### src/rtl/alu_32bit.sv
// 32-bit ALU with a registered result and Zero flag (one cycle latency).
// Branch encodings drive Zero from the comparison and force the result to 0.
module alu_32bit (
    input  logic        Clk,
    input  logic        Rst,
    input  logic [5:0]  ALUControl,
    input  logic [31:0] A,
    input  logic [31:0] B,
    output logic [31:0] ALUResult,
    output logic        Zero
);

    typedef enum logic [5:0] {
        OpSll  = 6'b000000,
        OpSrl  = 6'b000010,
        OpSra  = 6'b000011,
        OpBeq  = 6'b000100,
        OpBne  = 6'b000101,
        OpBlez = 6'b000110,
        OpBgtz = 6'b000111,
        OpMul  = 6'b011000,
        OpAdd  = 6'b100000,
        OpSub  = 6'b100010,
        OpAnd  = 6'b100100,
        OpOr   = 6'b100101,
        OpXor  = 6'b100110,
        OpNor  = 6'b100111,
        OpSlt  = 6'b101010,
        OpSltu = 6'b101011
    } alu_op_e;

    logic [4:0]  shamt;
    logic [31:0] mul_lo;
    logic [31:0] sra_res;
    logic [31:0] result_d;
    logic [31:0] result_q;
    logic        zero_d;
    logic        zero_q;
    logic        branch_op;
    logic        branch_taken;

    assign shamt   = B[4:0];
    // The low half of a two's-complement product matches the unsigned one.
    assign mul_lo  = A * B;
    assign sra_res = $signed(A) >>> shamt;

    always_comb begin
        result_d     = 32'd0;
        branch_op    = 1'b0;
        branch_taken = 1'b0;
        case (ALUControl)
            OpAdd:  result_d = A + B;
            OpSub:  result_d = A - B;
            OpMul:  result_d = mul_lo;
            OpAnd:  result_d = A & B;
            OpOr:   result_d = A | B;
            OpXor:  result_d = A ^ B;
            OpNor:  result_d = ~(A | B);
            OpSll:  result_d = A << shamt;
            OpSrl:  result_d = A >> shamt;
            OpSra:  result_d = sra_res;
            OpSlt:  result_d = {31'd0, $signed(A) < $signed(B)};
            OpSltu: result_d = {31'd0, A < B};
            OpBeq: begin
                branch_op    = 1'b1;
                branch_taken = (A == B);
            end
            OpBne: begin
                branch_op    = 1'b1;
                branch_taken = (A != B);
            end
            OpBgtz: begin
                branch_op    = 1'b1;
                branch_taken = ($signed(A) > 32'sd0);
            end
            OpBlez: begin
                branch_op    = 1'b1;
                branch_taken = ($signed(A) <= 32'sd0);
            end
            default: result_d = 32'd0;
        endcase
    end

    // Undefined encodings leave result 0, so Zero naturally reads 1.
    assign zero_d = branch_op ? branch_taken : (result_d == 32'd0);

    always_ff @(posedge Clk or negedge Rst) begin
        if (!Rst) begin
            result_q <= 32'd0;
            zero_q   <= 1'b0;
        end else begin
            result_q <= result_d;
            zero_q   <= zero_d;
        end
    end

    assign ALUResult = result_q;
    assign Zero      = zero_q;

endmodule

### config.mk
export PLATFORM = sky130hd
export DESIGN_NAME = alu_32bit
export DESIGN_NICKNAME = d
export VERILOG_FILES = /design/src/rtl/alu_32bit.sv
export SDC_FILE = /design/constraint.sdc
export NUM_CORES = 2
export LEC_CHECK = 0
export ABC_AREA = 1
export BUFFER_PORTS_ARGS = -buffer_cell sky130_fd_sc_hd__clkbuf_2
export CAP_MARGIN = 25
export CORE_ASPECT_RATIO = 1.75
export CORE_MARGIN = 2
export CORE_UTILIZATION = 55
export CTS_BUF_LIST = sky130_fd_sc_hd__clkbuf_16
export DETAILED_ROUTE_END_ITERATION = 6
export PLACE_DENSITY = 0.79
export SLEW_MARGIN = 20
export SYNTH_ARGS = -nofsm -noshare
export SYNTH_HDL_FRONTEND = slang
export SYNTH_SLANG_ARGS = --single-unit
### constraint.sdc
create_clock -name Clk -period 0.9 [get_ports Clk]
set_input_delay 0.18 -clock Clk [delete_from_list [all_inputs] [get_ports Clk]]
set_output_delay 0.18 -clock Clk [all_outputs]
set_load 0.005 [all_outputs]
==> results of run 1 <==
-- what timing repair did --
item	4_1_cts
buffers inserted	22
pin swaps	124
setup endpoints to repair	66
hold buffers	1
gates resized for setup	270
gates cloned	1
hold endpoints to repair	33
-- metal layers --
layer	GRT overflow	GRT usage
met5	0	0.1935
met4	201	0.7959
met3	12	0.5669
met2	279	0.9604
met1	3	0.7114
-- through the flow --
step,setup WS [ns],hold WS (ns),TNS [ns]
after detailed placement,-6.299,0.1671,-171.17
after floorplan,-5.686,-0.1156,-144.95
after global placement,-6.223,0.1571,-167.86
after CTS,-5.517,0.3663,-152.21
-- cells by family after synthesis --
group	count (synthesis)
xor gates and xnor gates	12
and+or+nand+nor	1894
muxes	12
adders and majority gates	630
buffers and inverters	1248
AOI/OAI and AO/OA	573
DFF	33
==> metrics.cfg, run 1 <==
[outcome]
status = aborted with a tool error
lastStage = global routing (5_1_grt)
error_line = [ERROR GRT-0116] Global routing finished with congestion. Check the congestion regions in the DRC Viewer.

[die]
top_level_ports = 105
dieHeight_um = 301.1
fp-row-count = 108
die_w_um = 173.8
initial_utilization = 0.5579

[grt]
grt_pass1_vias = 42890
grt_pass1_wl_um = 294400
grt_max_degree = 76
grt-ovfl-total = 495
grt_use_total = 0.7478

[logic_synthesis]
syn_area_um2 = 27740
synth_compound_gate_area_share = 0.1147
syn_inst = 4402
synthTopCellsByArea = fa_1 (30%), nand2_1 (17%), inv_1 (14%)
synthXorXnorAreaFrac = 0.003788
ys.flop_type = dfrtp_1
synth_top_family_by_area = adder cells
yosysSeqAreaShare = 0.02976
syn_nets = 5104
synth_edf_count = 0
synth_adder_area_share = 0.3951
yosys_warnings = 0
yosys-top-cells-count = nand2_1 (1273), inv_1 (1030), fa_1 (410)
async_flop_share = 1.000
yosysMostFrequentCell = nand2_1
syn_avg_cell_area_um2 = 6.303
ys_types = 50
yosys-mux-area-fraction = 0.004329
synth-seq-cells = 33
synth_area_leader_cell = fa_1
synth_top_area_frac = 0.2958
synth-simple-area-share = 0.2798

[clock_network]
clk_path_buf_depth = 2
cts-htree-levels = 2
cts-root-buf = clkbuf_16
cts_buffers = 5
cts.sinks = 33

[place]
io_buffers = 104
place.gp.congestion = 1.207
hpwl_um = 127700
dp_cells = 5974
postPlaceCellArea_um2 = 36790

==> run 2, diff against run 1 <==
Settings changed: CORE_ASPECT_RATIO 1.75 to unset, CORE_UTILIZATION 55 to 40, CTS_BUF_LIST sky130_fd_sc_hd__clkbuf_16 to unset, PLACE_DENSITY 0.79 to unset, PLACE_DENSITY_LB_ADDON set to 0.15.
==> run 2 against run 1 <==
  * The flow now finishes, with violations (setup timing)
  * Area after synthesis unchanged
  * Synthesized cell count stayed put
==> metrics.cfg, run 2 <==
[outcome]
status = finished with violations
violations = setup timing

[power_and_ir_drop]
power_leakage_nw = 23.24
p_per_area_nw_per_um2 = 4704
vdd.ir_drop.worst_v = 0.007529

[die]
dieArea_um2 = 71480
coreArea_um2 = 68590
fp-row-count = 96
top_level_ports = 105
initial_utilization = 0.4045
dieHeight_um = 267.4
die_w_um = 267.4

[setup_path]
cp_data_arrival_time_ns = 6.77
crit_path_start_kind = input port
required_ns = 1.14
slowest_stage = fa_2
crit_path_end_kind = flop
critical_path_class = in -> reg
cpPeakStageDelay_ns = 0.58
critPathMaxFanout = 7
cpMostUsedCell = fa_1

[sta]
hold_viol = 0
period_needed_ns = 6.525
rsz0062_at_grt = yes
fin_hold_ws_ns = 0.3765
fin_crit_sh = 7.250
setup_tns_ns = -152.69
max_slew.worst_pin.slew_ns = 0.8835
fmax_mhz = 153.2
layout_setup_ws_ns = -5.625
finalSetupViolations = 66
relSlewSlack = 0.4065
slew_viol_final = 0

[detailed_routing]
wl_per_cell_um = 21.74
drc = 0
drt_iter0_drc = 3181
drt_wl_total_um = 137400
vias_per_cell = 5.157
dr_total_vias = 32590
drtPass1Iterations = 6
ant_nets = 0

[logic_synthesis]
synth-seq-cells = 33
synth_edf_count = 0
async_flop_share = 1.000
yosysMostFrequentCell = nand2_1
yosys-top-cells-count = nand2_1 (1273), inv_1 (1030), fa_1 (410)
syn_inst = 4402
synthTopCellsByArea = fa_1 (30%), nand2_1 (17%), inv_1 (14%)
ys_types = 50
yosys_warnings = 0
synth_top_area_frac = 0.2958
syn_area_um2 = 27740
syn_nets = 5104
syn_avg_cell_area_um2 = 6.303
ys.flop_type = dfrtp_1
synth_area_leader_cell = fa_1
yosysSeqAreaShare = 0.02976

[grt]
grt_pass1_wl_um = 198800
grt_pass1_vias = 31600
grt_use_total = 0.3790
grt-ovfl-total = 0
antenna_found_initial = 6
grt_max_degree = 86

[cells_and_area]
fillCellCount = 6610
layout_common_cells = nand2_1 (1194), inv_1 (958), buf_4 (930), fa_1 (372), nand3_1 (205)
final_common_cell = nand2_1
fin_area_um2 = 40480
fin_nets = 6089
drive_above_1_share = 0.3044
areaGrowthSynthToFinish_pct = 45.89
largest_reg_flops = 32

[place]
io_buffers = 104
hpwl_um = 116700
postPlaceCellArea_um2 = 37060
place.gp.congestion = 1.090

[min_path]
hold_class = in -> async

[clock_network]
tritoncts = built
clk_path_buf_depth = 2
cts_buffers = 5
path_clk_slew_ns = 0.06
cts-htree-levels = 2
cts.sinks = 33
cts-root-buf = clkbuf_16

[run]
maxCapViolCount = 0

-- run 2: cell counts after synthesis --
Identical to the previous run, type by type.
-- run 2: cell type report --
cell class,count,area (µm²),area share
well taps,931,1165,0.02878
repair buffers,1186,10080,0.2490
multi-input cells,3121,24310,0.6007
clock inverters,3,46.29,0.001144
inverters,1040,3921,0.09688
flip-flops and latches,33,825.8,0.02040
diodes,1,2.502,0.00006182
clock buffers,5,125.1,0.003091
-- run 2: critical path: cells and delay by family --
| family | cells | cell delay, ns |
|---|---|---|
| fa+ha+maj | 9 | 3.84 |
| compound gates | 1 | 0.19 |
| buf+inv | 9 | 0.91 |
| simple gates | 14 | 1.58 |
-- run 2: logic make-up after synthesis --
| group | count (synthesis) | synth area share |
|---|---|---|
| XOR/XNOR | 12 | 0.003788 |
| adder cells (fa/ha/maj) | 630 | 0.3951 |
| AND/OR/NAND/NOR | 1894 | 0.2798 |
| flip-flops | 33 | 0.02976 |
| multiplexers | 12 | 0.004330 |
| AO/OA/AOI/OAI | 573 | 0.1147 |
| buffers and inverters | 1248 | 0.1726 |
-- run 2: final timing paths --
check | slack (ns) | startpoint | cells past startpoint | to
max in group asynchronous | 0.32 | Rst | 3 | ALUResult[21]$_DFF_PN0_
worst max-delay path | -5.63 | B[4] | 33 | Zero$_DFF_PN0_
worst min-delay path | 0.38 | Rst | 3 | ALUResult[12]$_DFF_PN0_
min in group Clk | 0.41 | ALUControl[3] | 6 | ALUResult[0]$_DFF_PN0_
-- run 2: layer usage --
layer / up-vias / track usage / wire [µm]
li1: 15300 / - / -
met1: 15560 / 0.5194 / 57370
met2: 1471 / 0.5808 / 59030
met3: 259 / 0.08459 / 14190
met4: 4 / 0.1441 / 6792
met5: - / 0 / 25
-- run 2: power breakdown --
part           leakage, nW  switching (mW)  internal, mW  total [mW]
registers            0.451          0.0793          1.69        1.77
clock network       0.0800           0.779          1.31        2.09
logic                 22.7            97.7          88.9         187
-- run 2: metrics by stage --
stage                     power, mW  utilization  setup slack, ns  std cells
after floorplan               96.09            -           -5.686       4402
after global routing          197.2       0.5902           -5.808       6320
final                         190.4       0.5902           -5.625       6320
after detailed placement      141.4       0.5403           -6.304       6215
after global placement        141.8       0.5403           -6.268       6215
after CTS                     167.2       0.5635           -5.512       6271
-- run 2: repair_timing --
item | in CTS | in global routing
hold buffers | 1 | 0
resized for setup | 258 | 386
cloned | 3 | 7
pin swaps | 159 | 172
setup endpoints to repair | 66 | 66
hold endpoints to repair | 33 | 0
buffers inserted | 51 | 57
Power figures use the tool's default switching activity.
